### src/rtl/cpu_ctrl_mc_if.sv
// cpu_ctrl_mc_if: ready-handshaked memory port between the control unit (master) and BRAM port A (slave).
interface cpu_ctrl_mc_if #(
   parameter int DATA_W = 16,
   parameter int ADDR_W = 16
);
   logic              mem_req;
   logic              mem_we;
   logic [ADDR_W-1:0] mem_addr;
   logic [DATA_W-1:0] mem_wdata;
   logic              mem_ready;
   logic [DATA_W-1:0] mem_rdata;
   modport master (output mem_req, mem_we, mem_addr, mem_wdata, input mem_ready, mem_rdata);
   modport slave (input mem_req, mem_we, mem_addr, mem_wdata, output mem_ready, mem_rdata);
endinterface

### src/rtl/cpu_ctrl_mc.sv
// cpu_ctrl_mc: multicycle fetch/decode/execute sequencer with PC, IR, MDR and load/store/branch control.
// Optional halt on instruction 16'hFFFF enabled by defining CPU_CTRL_HALT_EN.
module cpu_ctrl_mc #(
   parameter int                DATA_W   = 16,
   parameter int                ADDR_W   = 16,
   parameter logic [ADDR_W-1:0] RESET_PC = '0
) (
   input  logic              clk,
   input  logic              reset,
   cpu_ctrl_mc_if.master     mem,
   input  logic [DATA_W-1:0] rsrc_val,
   input  logic [DATA_W-1:0] rdest_val,
   input  logic [4:0]        flags,
   output logic [15:0]       instr,
   output logic [DATA_W-1:0] mdr,
   output logic              rf_we,
   output logic              wb_sel_mem,
   output logic              flags_we,
   output logic [ADDR_W-1:0] pc,
   output logic [2:0]        state
`ifdef CPU_CTRL_HALT_EN
   ,
   output logic              halted
`endif
);
   localparam logic [2:0] IDLE   = 3'd0;
   localparam logic [2:0] FETCH  = 3'd1;
   localparam logic [2:0] DECODE = 3'd2;
   localparam logic [2:0] EXEC   = 3'd3;
   localparam logic [2:0] MEM    = 3'd4;
   localparam logic [2:0] WB     = 3'd5;
   localparam logic [2:0] BRANCH = 3'd6;
   localparam logic [2:0] HALT   = 3'd7;

   logic [3:0]        op, cond, ext;
   logic              n, z, f, l, c;
   logic              is_load, is_stor, is_jcond, is_bcond, is_cmp, is_halt, taken;
   logic [15:0]       cond_tbl;
   logic [2:0]        state_nxt;
   logic [ADDR_W-1:0] target;

   assign op   = instr[15:12];
   assign cond = instr[11:8];
   assign ext  = instr[7:4];
   assign {n, z, f, l, c} = flags;

   // Indexed by the cond field: bit k is the truth of condition code k.
   assign cond_tbl = {1'b0, 1'b1, n | z, !n & !z, l | z, !l & !z, !f, f,
                      !n, n, !l, l, !c, c, !z, z};

   always_comb begin
      is_load  = op == 4'h4 && ext == 4'h0;
      is_stor  = op == 4'h4 && ext == 4'h4;
      is_jcond = op == 4'h4 && ext == 4'hC;
      is_bcond = op == 4'hC;
      is_cmp   = (op == 4'h0 && ext == 4'hB) || op == 4'hB;
`ifdef CPU_CTRL_HALT_EN
      is_halt  = instr == 16'hFFFF;
`else
      is_halt  = 1'b0;
`endif
      taken    = cond_tbl[cond];
      target   = is_bcond ? pc - ADDR_W'(1) + {{(ADDR_W-8){instr[7]}}, instr[7:0]}
                          : rsrc_val[ADDR_W-1:0];
   end

   always_comb begin
      state_nxt = state;
      case (state)
         IDLE:   state_nxt = FETCH;
         FETCH:  state_nxt = mem.mem_ready ? DECODE : FETCH;
         DECODE: state_nxt = is_halt ? HALT
                           : (is_load || is_stor) ? MEM
                           : (is_bcond || is_jcond) ? BRANCH : EXEC;
         EXEC:   state_nxt = FETCH;
         MEM:    state_nxt = !mem.mem_ready ? MEM : is_load ? WB : FETCH;
         WB:     state_nxt = FETCH;
         BRANCH: state_nxt = FETCH;
         HALT:   state_nxt = HALT;
      endcase
   end

   always_ff @(posedge clk or negedge reset) begin
      if (!reset) begin
         state <= IDLE;
         pc    <= RESET_PC;
         instr <= '0;
         mdr   <= '0;
      end else begin
         state <= state_nxt;
         if (state == FETCH && mem.mem_ready) begin
            instr <= mem.mem_rdata[15:0];
            pc    <= pc + ADDR_W'(1);
         end
         if (state == MEM && mem.mem_ready && is_load) mdr <= mem.mem_rdata;
         if (state == BRANCH && taken) pc <= target;
      end
   end

   // Address and store data are pure functions of state, pc and the IR-selected registers,
   // so they hold steady for the whole wait period.
   assign mem.mem_req   = state == FETCH || state == MEM;
   assign mem.mem_we    = state == MEM && is_stor;
   assign mem.mem_addr  = state == MEM ? rsrc_val[ADDR_W-1:0] : pc;
   assign mem.mem_wdata = rdest_val;
   assign rf_we         = (state == EXEC && !is_cmp) || state == WB;
   assign flags_we      = state == EXEC;
   assign wb_sel_mem    = state == WB;
`ifdef CPU_CTRL_HALT_EN
   assign halted        = state == HALT;
`endif
endmodule

### src/flat_wrapper.sv
// flat-port wrapper written by rule: the top's interface ports become plain ports
module cpu_ctrl_mc_flat 
#(
   parameter int                DATA_W   = 16,
   parameter int                ADDR_W   = 16,
   parameter logic [ADDR_W-1:0] RESET_PC = '0
)
  (clk, reset, rsrc_val, rdest_val, flags, instr, mdr, rf_we, wb_sel_mem, flags_we, pc, state, mem_mem_req, mem_mem_we, mem_mem_addr, mem_mem_wdata, mem_mem_ready, mem_mem_rdata);
  cpu_ctrl_mc_if #(.DATA_W(DATA_W), .ADDR_W(ADDR_W)) mem_i ();
  input  logic clk;
  input  logic reset;
  input  logic [DATA_W-1:0] rsrc_val;
  input  logic [DATA_W-1:0] rdest_val;
  input  logic [4:0] flags;
  output logic [15:0] instr;
  output logic [DATA_W-1:0] mdr;
  output logic rf_we;
  output logic wb_sel_mem;
  output logic flags_we;
  output logic [ADDR_W-1:0] pc;
  output logic [2:0] state;
  output wire logic [$bits(mem_i.mem_req)-1:0] mem_mem_req;
  output wire logic [$bits(mem_i.mem_we)-1:0] mem_mem_we;
  output wire logic [$bits(mem_i.mem_addr)-1:0] mem_mem_addr;
  output wire logic [$bits(mem_i.mem_wdata)-1:0] mem_mem_wdata;
  input wire logic [$bits(mem_i.mem_ready)-1:0] mem_mem_ready;
  input wire logic [$bits(mem_i.mem_rdata)-1:0] mem_mem_rdata;
  assign mem_mem_req = mem_i.mem_req;
  assign mem_mem_we = mem_i.mem_we;
  assign mem_mem_addr = mem_i.mem_addr;
  assign mem_mem_wdata = mem_i.mem_wdata;
  assign mem_i.mem_ready = mem_mem_ready;
  assign mem_i.mem_rdata = mem_mem_rdata;
  cpu_ctrl_mc #(.DATA_W(DATA_W), .ADDR_W(ADDR_W), .RESET_PC(RESET_PC)) u_core (.clk(clk), .reset(reset), .mem(mem_i), .rsrc_val(rsrc_val), .rdest_val(rdest_val), .flags(flags), .instr(instr), .mdr(mdr), .rf_we(rf_we), .wb_sel_mem(wb_sel_mem), .flags_we(flags_we), .pc(pc), .state(state));
endmodule
### config.mk
export PLATFORM = sky130hd
export DESIGN_NAME = cpu_ctrl_mc_flat
export DESIGN_NICKNAME = d
export VERILOG_FILES = /design/src/rtl/cpu_ctrl_mc_if.sv /design/src/rtl/cpu_ctrl_mc.sv /design/src/flat_wrapper.sv
export SDC_FILE = /design/constraint.sdc
export NUM_CORES = 1
export LEC_CHECK = 0
export BUFFER_PORTS_ARGS = -buffer_cell sky130_fd_sc_hd__buf_2
export CORE_MARGIN = 3
export CORE_UTILIZATION = 54
export DETAILED_ROUTE_END_ITERATION = 10
export PLACE_DENSITY = 0.95
export SYNTH_ARGS = -nofsm -noshare
export SYNTH_HDL_FRONTEND = slang
export SYNTH_SLANG_ARGS = --single-unit
### constraint.sdc
create_clock -name clk -period 5.26 [get_ports clk]
set_input_delay 0.263 -clock clk [delete_from_list [all_inputs] [get_ports clk]]
set_output_delay 0.263 -clock clk [all_outputs]
set_load 0.05 [all_outputs]
==> results of run 1 <==
==> cell families (layout without fill, tap and decap cells) <==
kind of cell / Yosys count / in the layout / share of synthesized area
xor gates and xnor gates: 20 / 20 / 0.0447
DFF: 51 / 51 / 0.326
buffers and inverters: 89 / 176 / 0.105
adders and majority gates: 31 / 31 / 0.101
muxes: 29 / 29 / 0.0876
and+or+nand+nor: 144 / 144 / 0.177
AOI/OAI and AO/OA: 100 / 100 / 0.159
==> path summary, 6_finish.rpt <==
check                      slack (ns)  cells past startpoint                to        startpoint
max                              2.07                      3     u_core.mdr[9]   u_core.state[2]
min                              0.15                      3   u_core.instr[4]  mem_mem_rdata[4]
max reg2reg                      2.07                      3     u_core.mdr[9]   u_core.state[2]
min reg2reg                      0.52                      1     u_core.mdr[6]     u_core.mdr[6]
max in group asynchronous        4.40                      1  u_core.instr[11]             reset
min in group asynchronous        0.16                      1    u_core.mdr[12]             reset
==> sequential cells by signal, summed over array words and instances (netlist names) <==
signal / count
u_core.instr: 16
u_core.mdr: 16
u_core.pc: 16
u_core.state: 3
==> worst max-delay path: cells and delay by family (launching register included) <==
kind | cells | cell delay, ns
multiplexers | 1 | 0.55
AND/OR/NAND/NOR | 2 | 1.90
flip-flops | 1 | 0.62
==> layout by cell type (no fill, tap or decap), types with 3 or more instances in the layout <==
cell      Yosys  routed
a21oi_1      22      22
nor4_1        4       4
a31oi_1       7       7
buf_2         4     111
a211oi_1     13      13
inv_1        55      55
nand2b_1      5       5
nor2b_1       3       3
o21ai_0      36      36
ha_1         30      30
dfrtp_1      51      51
xnor2_1      20      20
and3_1        5       5
nor2_1       35      35
nor3_1        9       9
a221o_1       3       3
nand2_1      48      48
mux2_2       25      25
nand3_1      13      13
nand4_1       7       7
clkbuf_8      0       5
o21a_1        6       6
==> per-stage QoR <==
stage | util | setup slack [ns] | std cells | hold slack [ns] | instance area [sq um]
detailed placement | 0.640 | 2.04 | 639 | 0.491 | 4420
global placement | 0.640 | 2.24 | 639 | 0.487 | 4420
global route | 0.654 | 1.72 | 647 | 0.169 | 4510
finish | 0.654 | 2.07 | 647 | 0.152 | 4510
CTS | 0.654 | 2.05 | 647 | 0.153 | 4510
floorplan | - | 2.32 | 464 | -0.0326 | 3920
==> layer usage <==
layer | track usage | share of wire | vias up
li1 | - | - | 1763
met1 | 0.302 | 0.42 | 1719
met2 | 0.413 | 0.48 | 175
met3 | 0.0762 | 0.096 | 10
met4 | 0.0465 | 0.0071 | 0
met5 | 0 | 0 | -
==> cell type report <==
class | count | area share
Tap cell | 96 | 0.0266
Inverter | 55 | 0.0457
Multi-Input combinational cell | 324 | 0.498
Sequential cell | 51 | 0.283
Timing Repair Buffer | 113 | 0.126
Clock inverter | 3 | 0.00499
Clock buffer | 5 | 0.0152
==> reports/qor.csv, run 1 <==
metric,value,unit
run_status,"complete, no violations",
timing.slew.headroom,0.219,
dieArea,0.00831,sq mm
layout-drive-gt1-share,0.279,
final_max_slew_viol_count,0,
floorplan.die.width,91.1,microns
n_antenna_cell,0,
async_reset_ff_frac,1.00,
postCtsSetupBuffers,0,
tritoncts,done,
synth.top_cells.by_count,"inv_1 (55), dfrtp_1 (51), nand2_1 (48)",
detail-route-antenna-nets,0,
edff_count_synth,0,
setup_violations,0,
final_clock_period_utilization_by_the_worst_path,0.607,
placeableCoreArea,0.00691,sq mm
cts_resized,0,
finalClockSkew,0.0120,ns
clkLatencyLatePin,0.33,ns
ys_seq_elements,51,
unrepaired_setup_endpoints_after_global_routing,false,
fmaxAchievable,0.313,GHz
nets,637,
floorplan.initialDensity,0.567,
drt_first_iter_violations,279,
worst_slew_pin_slew,1.17,ns
yosys_cell_types,52,
synthCells,464,
critical_path.slowest_cell,nor3b_4,
area_leader_netlist,dfrtp_1,
start_kind,register,
hold_buffers,0,
die_h,91.1,microns
path_clk_slew,0.10,ns
root_buffer,clkbuf_8,
gp_congestion,0.883,
setup.worst_path.class,register to register,
critical_path_peak_fanout,34,
finalWirelength,10200,microns
detailed_router_iteration_count_before_antenna_repair,5,
synth_ff_type,dfrtp_1,
grt.overflow.total,0,
synth_top_cells_by_area,"dfrtp_1 (33%), ha_1 (9.6%), mux2_2 (7.2%), inv_1 (5.3%), o21ai_0 (4.6%)",
post_drt_wl_per_cell,15.7,microns
drt_drc_violations_left,0,
synthMostInstantiatedCell,inv_1,
critical_path.endpoint_type,register,
hpwl,7720,microns
synth_largest_type_area_fraction,0.326,
grt_antenna_before_repair,0,
post_synth.cell_area_avg,8.44,sq um
max_cap_viol_count,0,
core.rowCount,30,
multi_input_area,0.00225,sq mm
cts_max_path_buffers,2,
grt_pass1_wl,16300,microns
final-seq-area,0.00128,sq mm
synth_sequential_area_ratio,0.326,
numPortBuffers,111,
total_number_of_vias,3667,
fin_setup_tns,0,ns
worstPathArrival,3.40,ns
netlist_area,0.00392,sq mm
post-route-min-period,3.19,ns
ys_warn_count,0,
cp_cell_sequence,"nor3b_4, nand4_1, mux2_2",
htree_levels,2,
worst_ep_required_time,5.47,ns
cts_sinks,51,
flow.area_growth_from_synthesis,15.3,%
synthesis.nets,551,
finalHoldViolations,0,
layout.filler_cells,597,
min_path_type,input pin to register,
io-pin-count,144,
grt_use_total,0.242,
grt_pass1_vias,3451,
cts_made_buffers,5,
crit_path_max_incr_delay,1.03,ns
post_drt_via_cell_ratio,5.67,
grt_max_degree,52,
Power of run 1 is left out: the tool's default activity adds up to more than one toggle a clock period on the data nets, which glitch-free logic cannot reach.
==> run 2, diff against run 1 <==
CORE_UTILIZATION = 51   (was 54)
PLACE_DENSITY = 0.92   (was 0.95)
clock period = 3.3 ns   (was 5.26 ns; I/O delays follow)
==> run 2 against run 1 <==
  * Global-route usage shrank 1.1 points
  * Non-clock buffer count grew 2
  * Register-to-register slack lost 1.8 ns
  * Setup slack lost 1.8 ns
  * Sequential cell count is the same
  * Via count grew 0.11%
  * Utilization shrank 3.5 points
  * Design area grew 0.39%
  * Final cell count grew 0.77%
  * Worst hold slack lost 0.10 ns
  * Maximum frequency grew 4.1%
  * Count of clock-buffer cells in the layout is the same
  * Largest cell class unchanged
==> reports/qor.csv, run 2 (synthesis results as in run 1) <==
metric,value,unit,change
dpl.cell_count,644,,+0.78%
cts_made_buffers,5,,unchanged
reg2reg_depth,12,,+9
postLayoutCoreUtil,0.618,,-0.0354
grt_max_degree,52,,unchanged
grt_antenna_before_repair,0,,unchanged
hold_buffers,0,,unchanged
finalHoldViolations,0,,unchanged
floorplan.die.width,93.6,microns,+2.7%
dieArea,0.00876,sq mm,+5.5%
drt_first_iter_violations,307,,+10%
clkLatencyLatePin,0.32,ns,about the same
post_drt_via_cell_ratio,5.63,,-0.66%
hold_end,u_core.instr[2],,
path_clk_slew,0.11,ns,about the same
rr_endpoint,u_core.pc[15],,
detail-route-antenna-nets,0,,unchanged
post_drt_wl_per_cell,15.8,microns,+0.50%
tritoncts,done,,
layout.filler_cells,624,,+4.5%
worst_slew_pin_slew,1.16,ns,-0.0158 ns
worst_ep_required_time,3.49,ns,-1.98 ns
placeableCoreArea,0.00733,sq mm,+6.1%
mostFrequentLayoutCells,"buf_2 (111), inv_1 (55), dfrtp_1 (51)",,
core.rowCount,31,,+3.3%
post-route-min-period,3.07,ns,-0.126 ns
postCtsSetupBuffers,0,,unchanged
fmaxAchievable,0.326,GHz,+4.1%
fin_setup_tns,0,ns,unchanged
grt.overflow.total,0,,unchanged
timing.slew.headroom,0.230,,+0.0114
final_clock_period_utilization_by_the_worst_path,0.929,,+0.322
drt_drc_violations_left,0,,unchanged
min_path_type,input pin to register,,
regToRegStartpoint,u_core.pc[1],,
cts_sinks,51,,unchanged
unrepaired_setup_endpoints_after_global_routing,false,,
run_status,"complete, no violations",,
min_from,mem_mem_rdata[2],,
critical_path_peak_fanout,7,,-79%
start_kind,register,,
r2r_slack,0.23,ns,-1.83 ns
grt_pass1_wl,16200,microns,-0.51%
gp_congestion,0.916,,+3.8%
layout-drive-gt1-share,0.282,,+0.00261
max_cap_viol_count,0,,unchanged
setup_violations,0,,unchanged
htree_levels,2,,unchanged
cts_resized,0,,unchanged
cts_max_path_buffers,2,,unchanged
setup.worst_path.class,register to register,,
total_number_of_vias,3671,,+0.11%
mostFrequentLayoutCell,buf_2,,
flow.area_growth_from_synthesis,15.8,%,
final_cells,652,,+0.77%
n_antenna_cell,0,,unchanged
grt_use_total,0.231,,-0.0108
hold_path_depth,3,,unchanged
hpwl,7790,microns,+0.90%
critical_path.endpoint_type,register,,
finalWirelength,10300,microns,+1.3%
io-pin-count,144,,unchanged
grt_pass1_vias,3493,,+1.2%
numPortBuffers,111,,unchanged
nets,639,,+0.31%
detailed_router_iteration_count_before_antenna_repair,7,,+2
root_buffer,clkbuf_8,,
worstPathArrival,3.26,ns,-0.14 ns
die_h,93.6,microns,+2.7%
finalClockSkew,0.00967,ns,-0.00238 ns
top_regs,"u_core.instr: 16 flops, u_core.mdr: 16 flops, u_core.pc: 16 flops",,
floorplan.initialDensity,0.534,,-0.0328
final_max_slew_viol_count,0,,unchanged
[run 2: layer usage]
metal,track usage,routed length [microns],up-vias
met4,0.0674,160,0
met5,0,0,-
met2,0.380,4890,183
met3,0.0507,993,20
met1,0.306,4240,1720
li1,-,-,1748
[run 2: cell type report]
class	instances	area, sq um	share of cell area
Multi-Input combinational cell	324	2240	0.495
Inverter	55	206	0.0456
Sequential cell	51	1280	0.282
Tap cell	99	124	0.0273
Clock buffer	5	68.8	0.0152
Clock inverter	3	27.5	0.00607
Timing Repair Buffer	115	586	0.129
[run 2: worst max path at each step]
| stage | cells past startpoint | from | end |
|---|---|---|---|
| 2_1_floorplan | 12 | u_core.pc[1] | u_core.pc[15] |
| 3_3_place_gp | 12 | u_core.pc[1] | u_core.pc[15] |
| 3_5_place_dp | 12 | u_core.pc[1] | u_core.pc[15] |
| 4_1_cts | 12 | u_core.pc[1] | u_core.pc[15] |
| 5_1_grt | 12 | u_core.pc[1] | u_core.pc[15] |
| 6_report | 12 | u_core.pc[1] | u_core.pc[15] |
[run 2: critical path: stages (launching register included)]
cell	delay, ns
dfrtp_1	0.46
inv_1	0.09
ha_1	0.28
inv_1	0.07
ha_1	0.20
inv_1	0.07
fa_1	0.38
nor2b_1	0.21
o31a_1	0.23
o21ai_0	0.26
a311oi_1	0.38
mux2i_1	0.22
a22oi_1	0.08
[run 2: through the flow]
stage / worst slack [ns] / instance area, sq um / hold slack [ns]
detailed placement: 0.321 / 4440 / 0.330
global placement: 0.476 / 4440 / 0.330
floorplan: 0.363 / 3920 / -0.131
global route: 0.0605 / 4530 / 0.0633
finish: 0.235 / 4530 / 0.0511
CTS: 0.260 / 4530 / 0.0517
Power of run 2 is left out for the same reason.
==> run 3, diff against run 2 <==
PLACE_DENSITY = 0.85   (was 0.92)
==> run 3 against run 2 <==
  * Wire length increased by 1.4%
  * Non-clock buffer count increased by 5
  * Die area unchanged
  * Highest routed layer unchanged
  * Worst hold slack better by 0.018 ns
  * Via count rose by 2.5%
  * Largest cell class unchanged
==> reports/qor.csv, run 3 (synthesis results as in run 1) <==
metric,value,unit,change
run_status,"complete, no violations",,
dieArea,0.00876,sq mm,unchanged
finalClockSkew,0.0105,ns,+0.000856 ns
postCtsSetupBuffers,0,,unchanged
cts_max_path_buffers,2,,unchanged
fin_setup_tns,0,ns,unchanged
whs,0.0691,ns,+0.0180 ns
die_h,93.6,microns,unchanged
drt_first_iter_violations,184,,-40%
clkLatencyLatePin,0.31,ns,about the same
placeableCoreArea,0.00733,sq mm,unchanged
grt_max_degree,32,,-38%
hpwl,8060,microns,+3.5%
final_clock_period_utilization_by_the_worst_path,0.912,,-0.0165
finalWirelength,10400,microns,+1.4%
fmaxAchievable,0.332,GHz,+1.8%
worst_slew_pin_slew,0.588,ns,-0.567 ns
mostFrequentLayoutCell,buf_2,,
finalHoldViolations,0,,unchanged
cts_sinks,51,,unchanged
grt_pass1_wl,16700,microns,+2.5%
r2r_slack,0.29,ns,+0.05 ns
met2_wirelength,5110,microns,+4.4%
wl_met1,4390,microns,+3.5%
detailed_router_iteration_count_before_antenna_repair,5,,-2
setup.worst_path.class,register to register,,
core.rowCount,31,,unchanged
critical_path.endpoint_type,register,,
path_clk_slew,0.11,ns,about the same
wl_met3,742,microns,-25%
min_path_type,input pin to register,,
critical_path_peak_fanout,9,,+2
setup_violations,0,,unchanged
root_buffer,clkbuf_8,,
tritoncts,done,,
grt_pass1_vias,3531,,+1.1%
top_regs,"u_core.instr: 16 flops, u_core.mdr: 16 flops, u_core.pc: 16 flops",,
post_drt_via_cell_ratio,5.73,,+1.8%
grt.overflow.total,0,,unchanged
hold_path_depth,3,,unchanged
final_max_slew_viol_count,0,,unchanged
post-route-min-period,3.01,ns,-0.0546 ns
floorplan.die.width,93.6,microns,unchanged
drt_drc_violations_left,0,,unchanged
grt_use_total,0.236,,+0.00475
io-pin-count,144,,unchanged
detailed_place.area,0.00447,sq mm,+0.68%
maxUsedRoutingLayer,met4,,
nets,644,,+0.78%
worst_ep_required_time,3.53,ns,+0.04 ns
reg2reg_depth,10,,-2
timing.slew.headroom,0.600,,+0.370
n_antenna_cell,0,,unchanged
unrepaired_setup_endpoints_after_global_routing,false,,
detail-route-antenna-nets,0,,unchanged
layout-drive-gt1-share,0.287,,+0.00464
cts_made_buffers,5,,unchanged
gp_congestion,0.961,,+4.9%
mostFrequentLayoutCells,"buf_2 (111), inv_1 (55), dfrtp_1 (51)",,
numPortBuffers,111,,unchanged
min_from,mem_mem_rdata[0],,
post_drt_wl_per_cell,15.9,microns,+0.65%
regToRegStartpoint,u_core.instr[7],,
floorplan.initialDensity,0.534,,unchanged
start_kind,register,,
hold_end,u_core.instr[0],,
htree_levels,2,,unchanged
max_cap_viol_count,0,,unchanged
rr_endpoint,u_core.pc[11],,
design_area,0.00457,sq mm,+0.88%
grt_antenna_before_repair,0,,unchanged
total_number_of_vias,3764,,+2.5%
worstPathArrival,3.24,ns,-0.02 ns
flow.area_growth_from_synthesis,16.8,%,
## run 3: cell count changes in the layout (fill, tap and decap cells not counted)
| cell | change |
|---|---|
| buf_4 | +4 |
| clkinv_4 | -1 |
| dlygate4sd3_1 | +1 |
| inv_6 | +1 |
## run 3: cell type report
type | instances | area [sq um]
fillers | 618 | 2760
clock inverters | 3 | 27.5
inverters | 55 | 206
well taps | 99 | 124
repair buffers | 120 | 626
clock buffers | 5 | 68.8
flip-flops and latches | 51 | 1280
multi-input cells | 324 | 2240
## run 3: repair_timing
item                                   in CTS  in global routing
endpoints found under the hold margin      20                  0
gates resized for setup                     0                  0
hold buffers                                1                  0
## run 3: layer usage
metal | vias up | track usage
li1 | 1779 | -
met1 | 1808 | 0.298
met2 | 160 | 0.408
met3 | 17 | 0.0507
met4 | 0 | 0.0626
met5 | - | 0
## run 3: worst max-delay path: stages, from the launching register on
cell and delay, ns:
dfrtp_1 0.47, inv_1 0.23, ha_1 0.34, inv_1 0.04
ha_1 0.35, a21oi_1 0.32, nand2_1 0.08, o21ai_0 0.50
o21ai_0 0.23, xnor2_1 0.16, a211oi_1 0.22
## run 3: worst max-delay path by stage
stage,startpoint,endpoint,cells after the start
after floorplan,u_core.pc[1],u_core.pc[15],12
after global placement,u_core.pc[1],u_core.pc[15],12
after detailed placement,u_core.instr[7],u_core.pc[11],10
after CTS,u_core.instr[7],u_core.pc[11],10
after global routing,u_core.instr[7],u_core.pc[11],10
final,u_core.instr[7],u_core.pc[11],10
## run 3: metrics by stage
stage	std cells	utilization	setup WS, ns
floorplan	464	-	0.363
finish	657	0.624	0.289
detailed placement	648	0.609	0.408
global route	657	0.624	0.138
global placement	648	0.609	0.525
CTS	657	0.624	0.382
Power of run 3 is left out for the same reason.
